## config.mk

```make
export PLATFORM = sky130hd
export DESIGN_NAME = rv_multicycle_ctrl
export DESIGN_NICKNAME = d
export VERILOG_FILES = /design/src/rtl/rv_multicycle_ctrl.sv
export SDC_FILE = /design/constraint.sdc
export NUM_CORES = 1
export LEC_CHECK = 0
export BUFFER_PORTS_ARGS = -buffer_cell sky130_fd_sc_hd__buf_2
export CORE_MARGIN = 1.5
export CORE_UTILIZATION = 55
export CTS_BUF_LIST = sky130_fd_sc_hd__clkbuf_8
export CTS_CLUSTER_DIAMETER = 30
export CTS_CLUSTER_SIZE = 30
export DETAILED_ROUTE_END_ITERATION = 12
export PLACE_DENSITY_LB_ADDON = 0.2
export SKIP_CTS_REPAIR_TIMING = 1
export SYNTH_ARGS = -nofsm -noshare
export SYNTH_HDL_FRONTEND = slang
export SYNTH_SLANG_ARGS = --single-unit
```

## constraint.sdc

```tcl
create_clock -name clk -period 6.2 [get_ports clk]
set_clock_uncertainty 0.15 [all_clocks]
set_input_delay 0.93 -clock clk [delete_from_list [all_inputs] [get_ports clk]]
set_output_delay 0.93 -clock clk [all_outputs]
set_load 0.005 [all_outputs]
```

## src/rtl/rv_multicycle_ctrl.sv

```systemverilog
`default_nettype none
// ============================================================================
// Module   : rv_multicycle_ctrl
// Function : Multi-cycle RISC-V control FSM (fetch/decode/execute/mem/wb)
//            with a memory handshake timeout and a sticky trap.
//            Define RV_CTRL_PERF_CNT_EN to add cycle/instret counters.
// Revision : 1.0 - initial release
// ============================================================================
module rv_multicycle_ctrl #(
    parameter int MEM_TIMEOUT = 16,
    parameter int TO_CNT_W    = 8,
    parameter int CNT_W       = 32
) (
    input  logic             clk,
    input  logic             rst,
    input  logic [6:0]       opcode,
    input  logic [2:0]       funct3,
    input  logic [6:0]       funct7,
    input  logic             alu_zero,
    input  logic             mem_ready,
    output logic             mem_req,
    output logic             mem_write,
    output logic             adr_src,
    output logic             ir_write,
    output logic             pc_write,
    output logic             reg_write,
    output logic [1:0]       result_src,
    output logic [1:0]       alu_src_a,
    output logic [1:0]       alu_src_b,
    output logic [2:0]       imm_src,
    output logic [3:0]       alu_control,
    output logic             trap,
    output logic [1:0]       trap_cause
`ifdef RV_CTRL_PERF_CNT_EN
    ,
    output logic [CNT_W-1:0] cycle_cnt,
    output logic [CNT_W-1:0] instret_cnt
`endif
);

    localparam logic [6:0] c_OP_R     = 7'b0110011;
    localparam logic [6:0] c_OP_I     = 7'b0010011;
    localparam logic [6:0] c_OP_LOAD  = 7'b0000011;
    localparam logic [6:0] c_OP_STORE = 7'b0100011;
    localparam logic [6:0] c_OP_BR    = 7'b1100011;
    localparam logic [6:0] c_OP_JAL   = 7'b1101111;
    localparam logic [6:0] c_OP_LUI   = 7'b0110111;

    localparam logic [3:0] c_ADD  = 4'b0000;
    localparam logic [3:0] c_SUB  = 4'b0001;
    localparam logic [3:0] c_SLT  = 4'b1000;
    localparam logic [3:0] c_SLTU = 4'b1001;

    typedef enum logic [3:0] {
        S_FETCH, S_DECODE, S_EXEC_R, S_EXEC_I, S_ALU_WB, S_MEM_ADR, S_MEM_RD,
        S_MEM_WB, S_MEM_WR, S_BRANCH, S_JAL, S_LUI, S_TRAP
    } state_t;

    state_t              r_state_q, w_state_d;
    logic [1:0]          r_cause_q, w_cause_d;
    logic [TO_CNT_W-1:0] r_cnt_q,   w_cnt_d;
    logic                w_to_hit;
    logic                w_unused_f7;

    assign w_unused_f7 = ^{funct7[6], funct7[4:0]};

    function automatic logic [3:0] f_alu(input logic [2:0] f3, input logic alt, input logic is_r);
        case (f3)
            3'b000:  f_alu = (is_r && alt) ? c_SUB : c_ADD;
            3'b001:  f_alu = 4'b0101;
            3'b010:  f_alu = c_SLT;
            3'b011:  f_alu = c_SLTU;
            3'b100:  f_alu = 4'b0100;
            3'b101:  f_alu = alt ? 4'b0111 : 4'b0110;
            3'b110:  f_alu = 4'b0011;
            default: f_alu = 4'b0010;
        endcase
    endfunction

    // The limit cycle is the one where the counter already equals MEM_TIMEOUT;
    // a mem_ready arriving in that same cycle still completes the access.
    assign w_to_hit = (MEM_TIMEOUT != 0) && mem_req && !mem_ready &&
                      (r_cnt_q == TO_CNT_W'(MEM_TIMEOUT));

    assign trap       = (r_state_q == S_TRAP);
    assign trap_cause = r_cause_q;

    always_ff @(posedge clk) begin
        if (rst) begin
            r_state_q <= S_FETCH;
            r_cause_q <= 2'b00;
            r_cnt_q   <= '0;
        end else begin
            r_state_q <= w_state_d;
            r_cause_q <= w_cause_d;
            r_cnt_q   <= w_cnt_d;
        end
    end

    always_comb begin
        w_cnt_d = r_cnt_q;
        if (w_state_d != r_state_q)
            w_cnt_d = '0;
        else if (mem_req && !mem_ready)
            w_cnt_d = r_cnt_q + 1'b1;
    end

    always_comb begin
        w_state_d   = r_state_q;
        w_cause_d   = r_cause_q;
        mem_req     = 1'b0;
        mem_write   = 1'b0;
        adr_src     = 1'b0;
        ir_write    = 1'b0;
        pc_write    = 1'b0;
        reg_write   = 1'b0;
        result_src  = 2'b00;
        alu_src_a   = 2'b00;
        alu_src_b   = 2'b00;
        imm_src     = 3'b000;
        alu_control = c_ADD;
        case (r_state_q)
            S_FETCH: begin
                mem_req    = 1'b1;
                alu_src_b  = 2'b10;
                result_src = 2'b10;
                if (mem_ready) begin
                    ir_write  = 1'b1;
                    pc_write  = 1'b1;
                    w_state_d = S_DECODE;
                end else if (w_to_hit) begin
                    w_state_d = S_TRAP;
                    w_cause_d = 2'b10;
                end
            end
            S_DECODE: begin
                alu_src_a = 2'b01;
                alu_src_b = 2'b01;
                imm_src   = 3'b010;
                case (opcode)
                    c_OP_R:                w_state_d = S_EXEC_R;
                    c_OP_I:                w_state_d = S_EXEC_I;
                    c_OP_LOAD, c_OP_STORE: w_state_d = S_MEM_ADR;
                    c_OP_BR:               w_state_d = S_BRANCH;
                    c_OP_JAL:              w_state_d = S_JAL;
                    c_OP_LUI:              w_state_d = S_LUI;
                    default: begin
                        w_state_d = S_TRAP;
                        w_cause_d = 2'b01;
                    end
                endcase
            end
            S_EXEC_R: begin
                alu_src_a   = 2'b10;
                alu_control = f_alu(funct3, funct7[5], 1'b1);
                w_state_d   = S_ALU_WB;
            end
            S_EXEC_I: begin
                alu_src_a   = 2'b10;
                alu_src_b   = 2'b01;
                alu_control = f_alu(funct3, funct7[5], 1'b0);
                w_state_d   = S_ALU_WB;
            end
            S_ALU_WB: begin
                reg_write = 1'b1;
                w_state_d = S_FETCH;
            end
            S_MEM_ADR: begin
                alu_src_a = 2'b10;
                alu_src_b = 2'b01;
                imm_src   = (opcode == c_OP_STORE) ? 3'b001 : 3'b000;
                w_state_d = (opcode == c_OP_STORE) ? S_MEM_WR : S_MEM_RD;
            end
            S_MEM_RD, S_MEM_WR: begin
                mem_req   = 1'b1;
                mem_write = (r_state_q == S_MEM_WR);
                adr_src   = 1'b1;
                if (mem_ready) begin
                    w_state_d = (r_state_q == S_MEM_WR) ? S_FETCH : S_MEM_WB;
                end else if (w_to_hit) begin
                    w_state_d = S_TRAP;
                    w_cause_d = 2'b10;
                end
            end
            S_MEM_WB: begin
                reg_write  = 1'b1;
                result_src = 2'b01;
                w_state_d  = S_FETCH;
            end
            S_BRANCH: begin
                alu_src_a = 2'b10;
                imm_src   = 3'b010;
                w_state_d = S_FETCH;
                // GE/GEU reuse SLT/SLTU: a zero result means the "less" test failed
                case (funct3)
                    3'b000:  begin alu_control = c_SUB;  pc_write = alu_zero;  end
                    3'b001:  begin alu_control = c_SUB;  pc_write = !alu_zero; end
                    3'b100:  begin alu_control = c_SLT;  pc_write = !alu_zero; end
                    3'b101:  begin alu_control = c_SLT;  pc_write = alu_zero;  end
                    3'b110:  begin alu_control = c_SLTU; pc_write = !alu_zero; end
                    3'b111:  begin alu_control = c_SLTU; pc_write = alu_zero;  end
                    default: begin
                        w_state_d = S_TRAP;
                        w_cause_d = 2'b01;
                    end
                endcase
            end
            S_JAL: begin
                alu_src_a = 2'b01;
                alu_src_b = 2'b10;
                pc_write  = 1'b1;
                w_state_d = S_ALU_WB;
            end
            S_LUI: begin
                alu_src_a = 2'b11;
                alu_src_b = 2'b01;
                imm_src   = 3'b011;
                w_state_d = S_ALU_WB;
            end
            S_TRAP:  w_state_d = S_TRAP;
            default: w_state_d = S_FETCH;
        endcase
    end

`ifdef RV_CTRL_PERF_CNT_EN
    logic [CNT_W-1:0] r_cycle_q, r_instret_q;

    always_ff @(posedge clk) begin
        if (rst) begin
            r_cycle_q   <= '0;
            r_instret_q <= '0;
        end else begin
            if (r_state_q != S_TRAP)
                r_cycle_q <= r_cycle_q + 1'b1;
            if ((w_state_d == S_FETCH) && (r_state_q != S_FETCH))
                r_instret_q <= r_instret_q + 1'b1;
        end
    end

    assign cycle_cnt   = r_cycle_q;
    assign instret_cnt = r_instret_q;
`else
    logic [CNT_W-1:0] w_unused_perf;
    assign w_unused_perf = '0;
`endif

endmodule
`default_nettype wire
```

# Word level (Yosys, flattened, before mapping)
# Index checks and enable logic that the tools add are counted.
# classes
add_sub_neg	1
n_eq_ne	32
mux	32
reduce_logical	26
# op_table
op	n
case mux 4 bit (7 select lines)	3
case mux 4 bit (3 select lines)	2
case mux 4 bit (6 select lines)	1
equality test 7 x 6 -> 1 bit (second input constant)	3
equality test 4 bit (second input constant)	5
two-way mux 4 bit	5
OR reduction 2 bit	10
case mux 2 bit (3 select lines)	3
equality test 4 x 3 -> 1 bit (second input constant)	4
equality test 7 bit (second input constant)	2
equality test 3 bit (second input constant)	4
OR reduction 4 bit	3
two-way mux 1 bit	9
OR reduction 3 bit	3
adder 8 x 1 -> 8 bit (second input constant)	1
equality test 4 x 2 -> 1 bit (second input constant)	2
equality test 8 x 5 -> 1 bit (second input constant)	1
two-way mux 2 bit	4
case mux 2 bit (2 select lines)	2
equality test 7 x 2 -> 1 bit (second input constant)	1
equality test 7 x 5 -> 1 bit (second input constant)	1
OR reduction 7 bit	1
equality test 3 x 2 -> 1 bit (second input constant)	2
!= test 2 bit (second input constant)	3
14 further kinds	16
# totals
ff_bits	14
input_bits	21
out_inout_bits	22
wordCells	94

# Longest topological paths before layout
# Gate-level depths: netlist (run 1).
# logic_depth
word_depth	10
mapped_depth	8

# Least setup slack after synthesis (run 1)
# No wires, ideal clock.
# synth_path
kind	in2out
from	in funct3[2]
to	out pc_write
arrival_time_ps	1871
required_time_ps	5120
setup_slack_ps	3249
stages	7
path_cell_list	clkbuf_1 nor2_1 mux2_2 a31oi_1 nor2_1 a21oi_1 nor2_1
# synth_between
elab_chain_len	4
# synth_rtl
item	line	rtl
from (decl)	17	input logic [2:0] funct3,
equality test 3 bit (tied with other cells)	195	case (funct3)
OR reduction 3 bit (no source line)	-	
case mux 1 bit (2 select lines) *	195	
case mux 1 bit (3 select lines) *	122	case (r_state_q)
to (decl)	25	output logic pc_write,
# Every way passes the cells marked *; elsewhere a longest branch is shown, timed or not.

# Worst setup path after layout (run 1)
# layout_path
from	reg r_state_q[2]
to	reg r_cnt_q[6]
# layout_between
elab_chain_len	10
# layout_rtl
item	line	rtl
from (decl)	59	state_t r_state_q, w_state_d;
from (signal assigned)	94	r_state_q <= w_state_d;
equality test 4 bit (tied with other cells)	122, 179	
OR reduction 3 bit (no source line)	-	
two-way mux 1 bit	122	
logical AND 1 bit	82, 104	
logical AND 1 bit	82	assign w_to_hit = (MEM_TIMEOUT != 0) && mem_req && !mem_ready &&
two-way mux 4 bit	131, 180	
two-way mux 4 bit (on tied branches)	178, 127	
case mux 4 bit (7 select lines)	122	
!= test 4 bit	102	if (w_state_d != r_state_q)
OR reduction 2 bit (no source line)	-	
to (signal assigned)	96	r_cnt_q <= w_cnt_d;
to (decl)	61	logic [TO_CNT_W-1:0] r_cnt_q, w_cnt_d;
# Parallel ways exist; a longest one is shown, timed or not.
# A chain may end at the register's enable or synchronous reset.

==> impl_metrics.json, run 1 <==
{
  "viasPerCell": 6.15,
  "syn-cell-area_um2": 1360,
  "status": "complete, no violations",
  "ys_seq_area_frac": 0.206,
  "die_x_um": 52.7,
  "final.min_clock_period_ns": 3.27,
  "dpl.cell_count": 233,
  "start_kind": "register",
  "hold_ws_ns": 0.328,
  "root_buffer": "clkbuf_8",
  "relSlewSlack": 0.166,
  "drt-pass1-iter-count": 4,
  "yosys.area.top_type_share": 0.206,
  "initial_core_util": 0.597,
  "min_path_type": "reg -> reg",
  "worstPathMaxFanout": 19,
  "hold_viol_final": 0,
  "wl_per_cell_um": 13.9,
  "numCtsBuffers": 3,
  "synth_edf_count": 0,
  "drt_iter0_drc": 29,
  "gr-total-overflow": 0,
  "drv_slew": 0,
  "synth_flop_cell": "dfxtp_1",
  "num-nets-final": 233,
  "drc": 0,
  "wl_um": 3300,
  "powerDensity_nw_per_um2": 190,
  "tightestPinTransition_ns": 1.24,
  "yosys.area_share.simple": 0.422,
  "num_antenna_cells": 0,
  "syn-num-nets": 203,
  "layout-drive-gt1-share": 0.278,
  "place.gp.congestion": 0.871,
  "ir_worst_vdd_uv": 201,
  "vias": 1458,
  "synth_top_family_by_area": "simple AND/OR/NAND/NOR gates",
  "p_leak_uw": 0.000650,
  "antenna_found_initial": 0,
  "synth_warnings": 0,
  "grt_pass1_wl_um": 5510,
  "coreArea_um2": 2280,
  "fmax_ghz": 0.306,
  "rows": 17,
  "die-height_um": 52.7,
  "setup_viol": 0,
  "synth-compound-area-share": 0.230,
  "synth-async-reset-ratio": 0,
  "cp-end-kind": "register",
  "numPortBuffers": 35,
  "yosys-top-cells-area": "dfxtp_1 21%, nor4_2 7.4%, nor2_1 5.5%",
  "synth_cell_type_count": 57,
  "cts.sink_count": 14,
  "grt_max_degree": 20,
  "worstPathArrival_ns": 3.22,
  "synth_seq_cells": 14,
  "syn_area_per_cell_um2": 7.55,
  "rrSetupSlack_ns": 2.93,
  "synthToLayoutAreaGrowth_pct": 16.0,
  "synth-xor-area-share": 0.0635,
  "insertion_delay_ns": 0.24,
  "synthAdderAreaFrac": 0.0184,
  "ctsHtreeMaxLevel": 1,
  "final_cells": 237,
  "die-area_um2": 2780,
  "synth.mux.area_fraction": 0.00829,
  "cp.required_ns": 6.15,
  "period_share": 0.527,
  "r2r-start": "r_state_q[2]",
  "route.antenna.remaining_nets": 0,
  "path_clk_slew_ns": 0.06,
  "rsz0062_at_grt": "no",
  "grt_pass1_vias": 1232,
  "hp-start": "trap_cause[1]",
  "cp-startpoint": "r_state_q[2]",
  "synth_top_area_cell": "dfxtp_1",
  "io_pins": 43,
  "timing.max_cap.violations": 0,
  "synthCells": 180,
  "cts_tree": "built",
  "crit_type": "reg -> reg",
  "fin_setup_tns_ns": 0,
  "grt_usage": 0.260,
  "cts_max_path_buffers": 2,
  "dp_hpwl_um": 2410
}
-- cell type report --
type                    instances  area (um2)
multi-input cells             151        1010
fillers                       204         699
flip-flops and latches         14         280
repair buffers                 35         175
clock buffers                   4        55.1
well taps                      28        35.0
inverters                       5        18.8
-- Yosys cell counts, types with 2 or more instances --
| cell | count |
|---|---|
| and3_1 | 3 |
| clkbuf_1 | 3 |
| o21ai_0 | 10 |
| nor3_1 | 5 |
| a32oi_1 | 2 |
| buf_2 | 5 |
| nand4_1 | 5 |
| nor3b_1 | 2 |
| and2_1 | 3 |
| nor2_1 | 20 |
| dfxtp_1 | 14 |
| nand2b_1 | 5 |
| nor2b_1 | 7 |
| a31oi_1 | 5 |
| nand3_1 | 2 |
| nor4_2 | 8 |
| nor4_1 | 3 |
| xor2_1 | 7 |
| nand3b_1 | 4 |
| nand2_1 | 14 |
| ha_1 | 2 |
| inv_1 | 4 |
| a21oi_1 | 11 |
| or2_1 | 3 |
-- sequential cells by signal, summed over array words and instances (netlist names) --
signal	count
r_state_q	4
r_cnt_q	8
trap_cause	2
-- cell usage in the layout, fill, tap and decap left out, types with 2 or more instances in the layout --
master	count
nor2b_1	7
and2_1	3
nor4_2	8
nand2_1	14
a32oi_1	2
buf_2	35
nor2_1	20
or2_1	3
nand3b_1	4
ha_1	2
nor4_1	3
dfxtp_1	14
and3_1	3
nor3_1	5
a21oi_1	11
nand2b_1	5
nand4_1	5
o21ai_0	10
xor2_1	7
clkbuf_8	4
nand3_1	2
nor3b_1	2
a31oi_1	5
inv_1	4
-- worst max-delay path: stages, from the launching register on --
cell      delay (ns)
dfxtp_1         0.75
nand3b_1        0.30
a211oi_1        1.04
nand2_1         0.28
a32oi_1         0.31
a211o_4         0.22
nor4_2          0.07
-- metrics by stage --
step | total power [uW] | utilization | instance area, um2 | setup WS (ns)
6_report | 299 | 0.693 | 1580 | 2.93
5_1_grt | 317 | 0.693 | 1580 | 2.66
4_1_cts | 300 | 0.693 | 1580 | 2.98
3_5_place_dp | 212 | 0.668 | 1520 | 2.99
3_3_place_gp | 209 | 0.668 | 1520 | 3.01
2_1_floorplan | 180 | - | 1360 | 3.25
-- per-layer routing --
layer | share of wire | up-vias | GRT usage
met5 | 0 | - | 0
met4 | 0.0024 | 0 | 0.0299
met3 | 0.070 | 2 | 0.0657
met2 | 0.47 | 56 | 0.427
met1 | 0.45 | 679 | 0.349
li1 | - | 721 | -
-- report_power, final --
part	leakage (uW)	switching [uW]	total, uW	internal (uW)
Combinational	0.000508	61.1	104	42.5
Clock	0.0000288	31.5	87.7	56.2
Sequential	0.000113	13.8	108	94.0
Total	0.000650	106	299	193
-- final timing paths --
| kind | end | cells past startpoint |
|---|---|---|
| setup / recovery | r_cnt_q[6] | 6 |
| hold / removal | trap_cause[1] | 2 |
| setup reg to reg | r_cnt_q[6] | 6 |
| hold reg to reg | trap_cause[1] | 2 |
-- cells by family after synthesis --
| kind of cell | Yosys count |
|---|---|
| AND/OR/NAND/NOR | 93 |
| AO/OA/AOI/OAI | 45 |
| buffers and inverters | 15 |
| flip-flops | 14 |
| XOR/XNOR | 9 |
| adder cells (fa/ha/maj) | 2 |
| other | 1 |
| multiplexers | 1 |
Note: power is estimated with default switching activity, not from simulation.
==> inputs of run 2 (changes only) <==
CORE_UTILIZATION = 48   (was 55)
clock period = 2.7 ns   (was 6.2 ns; I/O delays follow)
==> run 2 against run 1 <==
  * Die area increased by 14%
  * Register-to-register slack got worse by 2.7 ns
  * Via count fell by 0.14%
  * Final cell count grew 3.8%
  * Routed wire length increased by 1.7%
  * Clock-buffer cell count is the same
  * Critical path depth stayed put
  * Clock power up 130%
  * Sequential share of layout area fell by 0.53 points
  * Largest cell class unchanged
  * Largest power group is now combinational cells
==> impl_metrics.json, run 2 (synthesis gave the netlist of run 1 again) <==
{
  "status": "complete, no violations",
  "initial_core_util": 0.501,
  "placed_cell_area_um2": 1570,
  "min_path_cells": 2,
  "cp.required_ns": 2.14,
  "worstPathArrival_ns": 1.90,
  "io_pins": 43,
  "antenna_found_initial": 0,
  "vias": 1456,
  "fin_area_um2": 1630,
  "drt_iter0_drc": 72,
  "fmax_ghz": 0.407,
  "layout_setup_ws_ns": 0.246,
  "wl_um": 3350,
  "regMostFlops": "r_cnt_q",
  "grt_pass1_vias": 1272,
  "largest_reg_flops": 8,
  "dpl.cell_count": 242,
  "tightestPinTransition_ns": 0.631,
  "setup_viol": 0,
  "final_common_cell": "buf_2",
  "place.gp.congestion": 0.903,
  "cts.sink_count": 14,
  "cp-end-kind": "output port",
  "min_path_type": "in -> reg",
  "synthToLayoutAreaGrowth_pct": 19.6,
  "numPortBuffers": 35,
  "final.min_clock_period_ns": 2.45,
  "num-nets-final": 239,
  "route.antenna.remaining_nets": 0,
  "rsz0062_at_grt": "no",
  "path_clk_slew_ns": 0.06,
  "grt_usage": 0.218,
  "rows": 19,
  "die-area_um2": 3160,
  "grt_pass1_wl_um": 5630,
  "coreArea_um2": 2710,
  "drc": 0,
  "relSlewSlack": 0.577,
  "root_buffer": "clkbuf_8",
  "wl_per_cell_um": 13.6,
  "final_cell_mix": "35 x buf_2, 20 x nor2_1, 14 x nand2_1, 14 x dfxtp_1, 11 x a21oi_1",
  "numCtsBuffers": 3,
  "insertion_delay_ns": 0.24,
  "ctsHtreeMaxLevel": 1,
  "final_cells": 246,
  "fin_setup_tns_ns": 0,
  "preCtsSetupSlack_ns": 0.289,
  "viasPerCell": 5.92,
  "drt-pass1-iter-count": 4,
  "dp_hpwl_um": 2630,
  "grt_max_degree": 17,
  "cts_max_path_buffers": 2,
  "powerDensity_nw_per_um2": 432,
  "gr-total-overflow": 0,
  "p_leak_uw": 0.000682,
  "worstPathMaxFanout": 16,
  "drv_slew": 0,
  "hold_viol_final": 0,
  "die-height_um": 56.2,
  "num_antenna_cells": 0,
  "fin_util": 0.600,
  "ir_worst_vdd_uv": 392,
  "period_share": 0.909,
  "crit_type": "reg -> out",
  "worstRegToRegCells": 6,
  "cts_tree": "built",
  "start_kind": "register",
  "layout-drive-gt1-share": 0.298,
  "die_x_um": 56.2,
  "timing.max_cap.violations": 0
}
run 2: path summary, 6_finish.rpt:
| check | start | to | slack (ns) |
|---|---|---|---|
| setup / recovery | r_state_q[2] | alu_control[0] | 0.25 |
| hold / removal | rst | r_state_q[0] | 0.27 |
| setup reg to reg | r_state_q[2] | r_cnt_q[2] | 0.25 |
| hold reg to reg | trap_cause[1] | trap_cause[1] | 0.34 |
run 2: worst max-delay path, cell delays in order (launching register included):
cell and delay (ns):
dfxtp_1 0.71, inv_1 0.25, nand2_1 0.22, o22ai_1 0.10, a31oi_1 0.17, o21ai_0 0.09
buf_2 0.13
run 2: final cells by class:
class / count / area (um2)
flip-flops and latches: 14 / 280
repair buffers: 41 / 220
fillers: 264 / 1080
multi-input cells: 151 / 1010
clock buffers: 4 / 55.1
inverters: 5 / 18.8
well taps: 31 / 38.8
run 2: stage by stage:
stage               hold slack [ns]  power (uW)
finish                        0.270         702
global placement              0.311         497
floorplan                     0.314         414
CTS                           0.268         706
detailed placement            0.326         505
global route                  0.278         751
run 2: metal layers:
| layer | wire length (um) | track usage | up-vias |
|---|---|---|---|
| li1 | - | - | 734 |
| met1 | 1650 | 0.313 | 681 |
| met2 | 1550 | 0.343 | 37 |
| met3 | 141 | 0.0419 | 4 |
| met4 | 19 | 0.0374 | 0 |
| met5 | 0 | 0 | - |
run 2: power by group:
part           internal (uW)  total (uW)  switching, uW  leakage [uW]
logic                    109         261            153      0.000540
registers                216         239           23.0      0.000113
clock network            129         202           72.8     0.0000288
total                    454         702            249      0.000682
==> inputs of run 3 (changes only) <==
CELL_PAD_IN_SITES_DETAIL_PLACEMENT = 1   (was not set)
CELL_PAD_IN_SITES_GLOBAL_PLACEMENT = 2   (was not set)
CORE_UTILIZATION = 26   (was 48)
==> run 3 against run 2 <==
  * Fmax grew 0.14%
  * Final cell count grew 16%
  * Routed wire length rose by 34%
  * Design area up 3.5%
  * Largest power group unchanged
  * Non-clock buffer count increased by 1
  * Clock-buffer cell count stayed put
  * Clock power grew 7%
  * Critical path depth is the same
  * Utilization shrank 27 points
  * Sequential share of layout area fell by 0.58 points
==> impl_metrics.json, run 3 (synthesis gave the netlist of run 1 again) <==
{
  "status": "complete, no violations",
  "met3WireLength_um": 155,
  "fin_setup_tns_ns": 0,
  "numCtsBuffers": 3,
  "period_share": 0.908,
  "die-height_um": 75.3,
  "grt_usage": 0.165,
  "worstPathArrival_ns": 2.47,
  "tightestPinTransition_ns": 0.618,
  "die_x_um": 75.3,
  "num-nets-final": 240,
  "coreArea_um2": 5070,
  "p_leak_uw": 0.000687,
  "highest_layer": "met4",
  "antenna_found_initial": 0,
  "regMostFlops": "r_cnt_q",
  "hold_viol_final": 0,
  "rows": 26,
  "drc": 0,
  "wl_um": 4480,
  "route.antenna.remaining_nets": 0,
  "viasPerCell": 5.23,
  "final_common_cell": "buf_2",
  "layout-drive-gt1-share": 0.301,
  "wirelength_met1_um": 2110,
  "fmax_ghz": 0.408,
  "wl_met2_um": 2170,
  "path_clk_slew_ns": 0.07,
  "min_path_type": "in -> reg",
  "p_total_uw": 728,
  "dp_hpwl_um": 3490,
  "cp-end-kind": "register",
  "worstPathMaxFanout": 12,
  "cp.required_ns": 2.72,
  "timing.max_cap.violations": 0,
  "largest_reg_flops": 8,
  "synthToLayoutAreaGrowth_pct": 23.8,
  "cts_max_path_buffers": 2,
  "vias": 1497,
  "insertion_delay_ns": 0.25,
  "cp.buffers_inverters": 0,
  "setup_viol": 0,
  "wl_per_cell_um": 15.7,
  "final.min_clock_period_ns": 2.45,
  "gr-total-overflow": 0,
  "crit_family": "simple AND/OR/NAND/NOR gates",
  "num_antenna_cells": 0,
  "drv_slew": 0,
  "crit_type": "reg -> reg",
  "relSlewSlack": 0.582,
  "io_pins": 43,
  "ir_worst_vdd_uv": 178,
  "powerDensity_nw_per_um2": 433,
  "cp_slowest_stage_delay_ns": 0.44,
  "cts_tree": "built",
  "die-area_um2": 5670,
  "start_kind": "register",
  "root_buffer": "clkbuf_8",
  "ctsHtreeMaxLevel": 1,
  "cts.sink_count": 14,
  "grt_pass1_wl_um": 7200,
  "place.gp.congestion": 0.832,
  "layout_setup_ws_ns": 0.249,
  "slowest_stage": "dfxtp_1",
  "drt_iter0_drc": 61,
  "grt_pass1_vias": 1476,
  "preCtsSetupSlack_ns": 0.247,
  "fin_area_um2": 1680,
  "rsz0062_at_grt": "no",
  "drt-pass1-iter-count": 4,
  "grt_max_degree": 13,
  "final_cell_mix": "35 x buf_2, 20 x nor2_1, 14 x nand2_1, 14 x dfxtp_1, 11 x a21oi_1",
  "initial_core_util": 0.268,
  "placed_cell_area_um2": 1630,
  "hold_ws_ns": 0.275,
  "crit_chain": "nand2b_1 > nor3_2 > nand3_1 > or3_1 > a211o_4 > nor4_2",
  "numPortBuffers": 35
}
-- run 3: cell type report --
cell class	instances	area, um2
fillers	657	3390
multi-input cells	151	1010
flip-flops and latches	14	280
repair buffers	42	228
well taps	70	87.6
clock buffers	4	55.1
inverters	5	18.8
-- run 3: stage by stage --
stage	instances	utilization
global placement	282	0.321
global route	286	0.331
detailed placement	282	0.321
finish	286	0.331
CTS	286	0.331
floorplan	180	-
-- run 3: layer usage --
| layer | global-route usage | vias to the layer above |
|---|---|---|
| li1 | - | 733 |
| met1 | 0.222 | 723 |
| met2 | 0.281 | 35 |
| met3 | 0.0159 | 6 |
| met4 | 0.0516 | 0 |
| met5 | 0 | - |
-- run 3: where the power goes --
group	total (uW)	internal (uW)	switching [uW]	leakage, uW
clock network	217	130	87.8	0.0000288
registers	234	216	18.6	0.000113
logic	277	109	168	0.000545
-- run 3: worst register-to-register path: cells and delay by family, from the launching register on --
family | cells | cell delay [ns]
compound gates | 1 | 0.43
simple gates | 5 | 1.35
flops | 1 | 0.44
-- run 3: final timing paths --
| kind | cells past startpoint | end | slack (ns) | start |
|---|---|---|---|---|
| worst min-delay path | 2 | r_state_q[0] | 0.28 | rst |
| worst min register to register | 2 | trap_cause[1] | 0.34 | trap_cause[1] |
| worst max-delay path | 6 | r_cnt_q[7] | 0.25 | r_state_q[1] |
| worst max register to register | 6 | r_cnt_q[7] | 0.25 | r_state_q[1] |
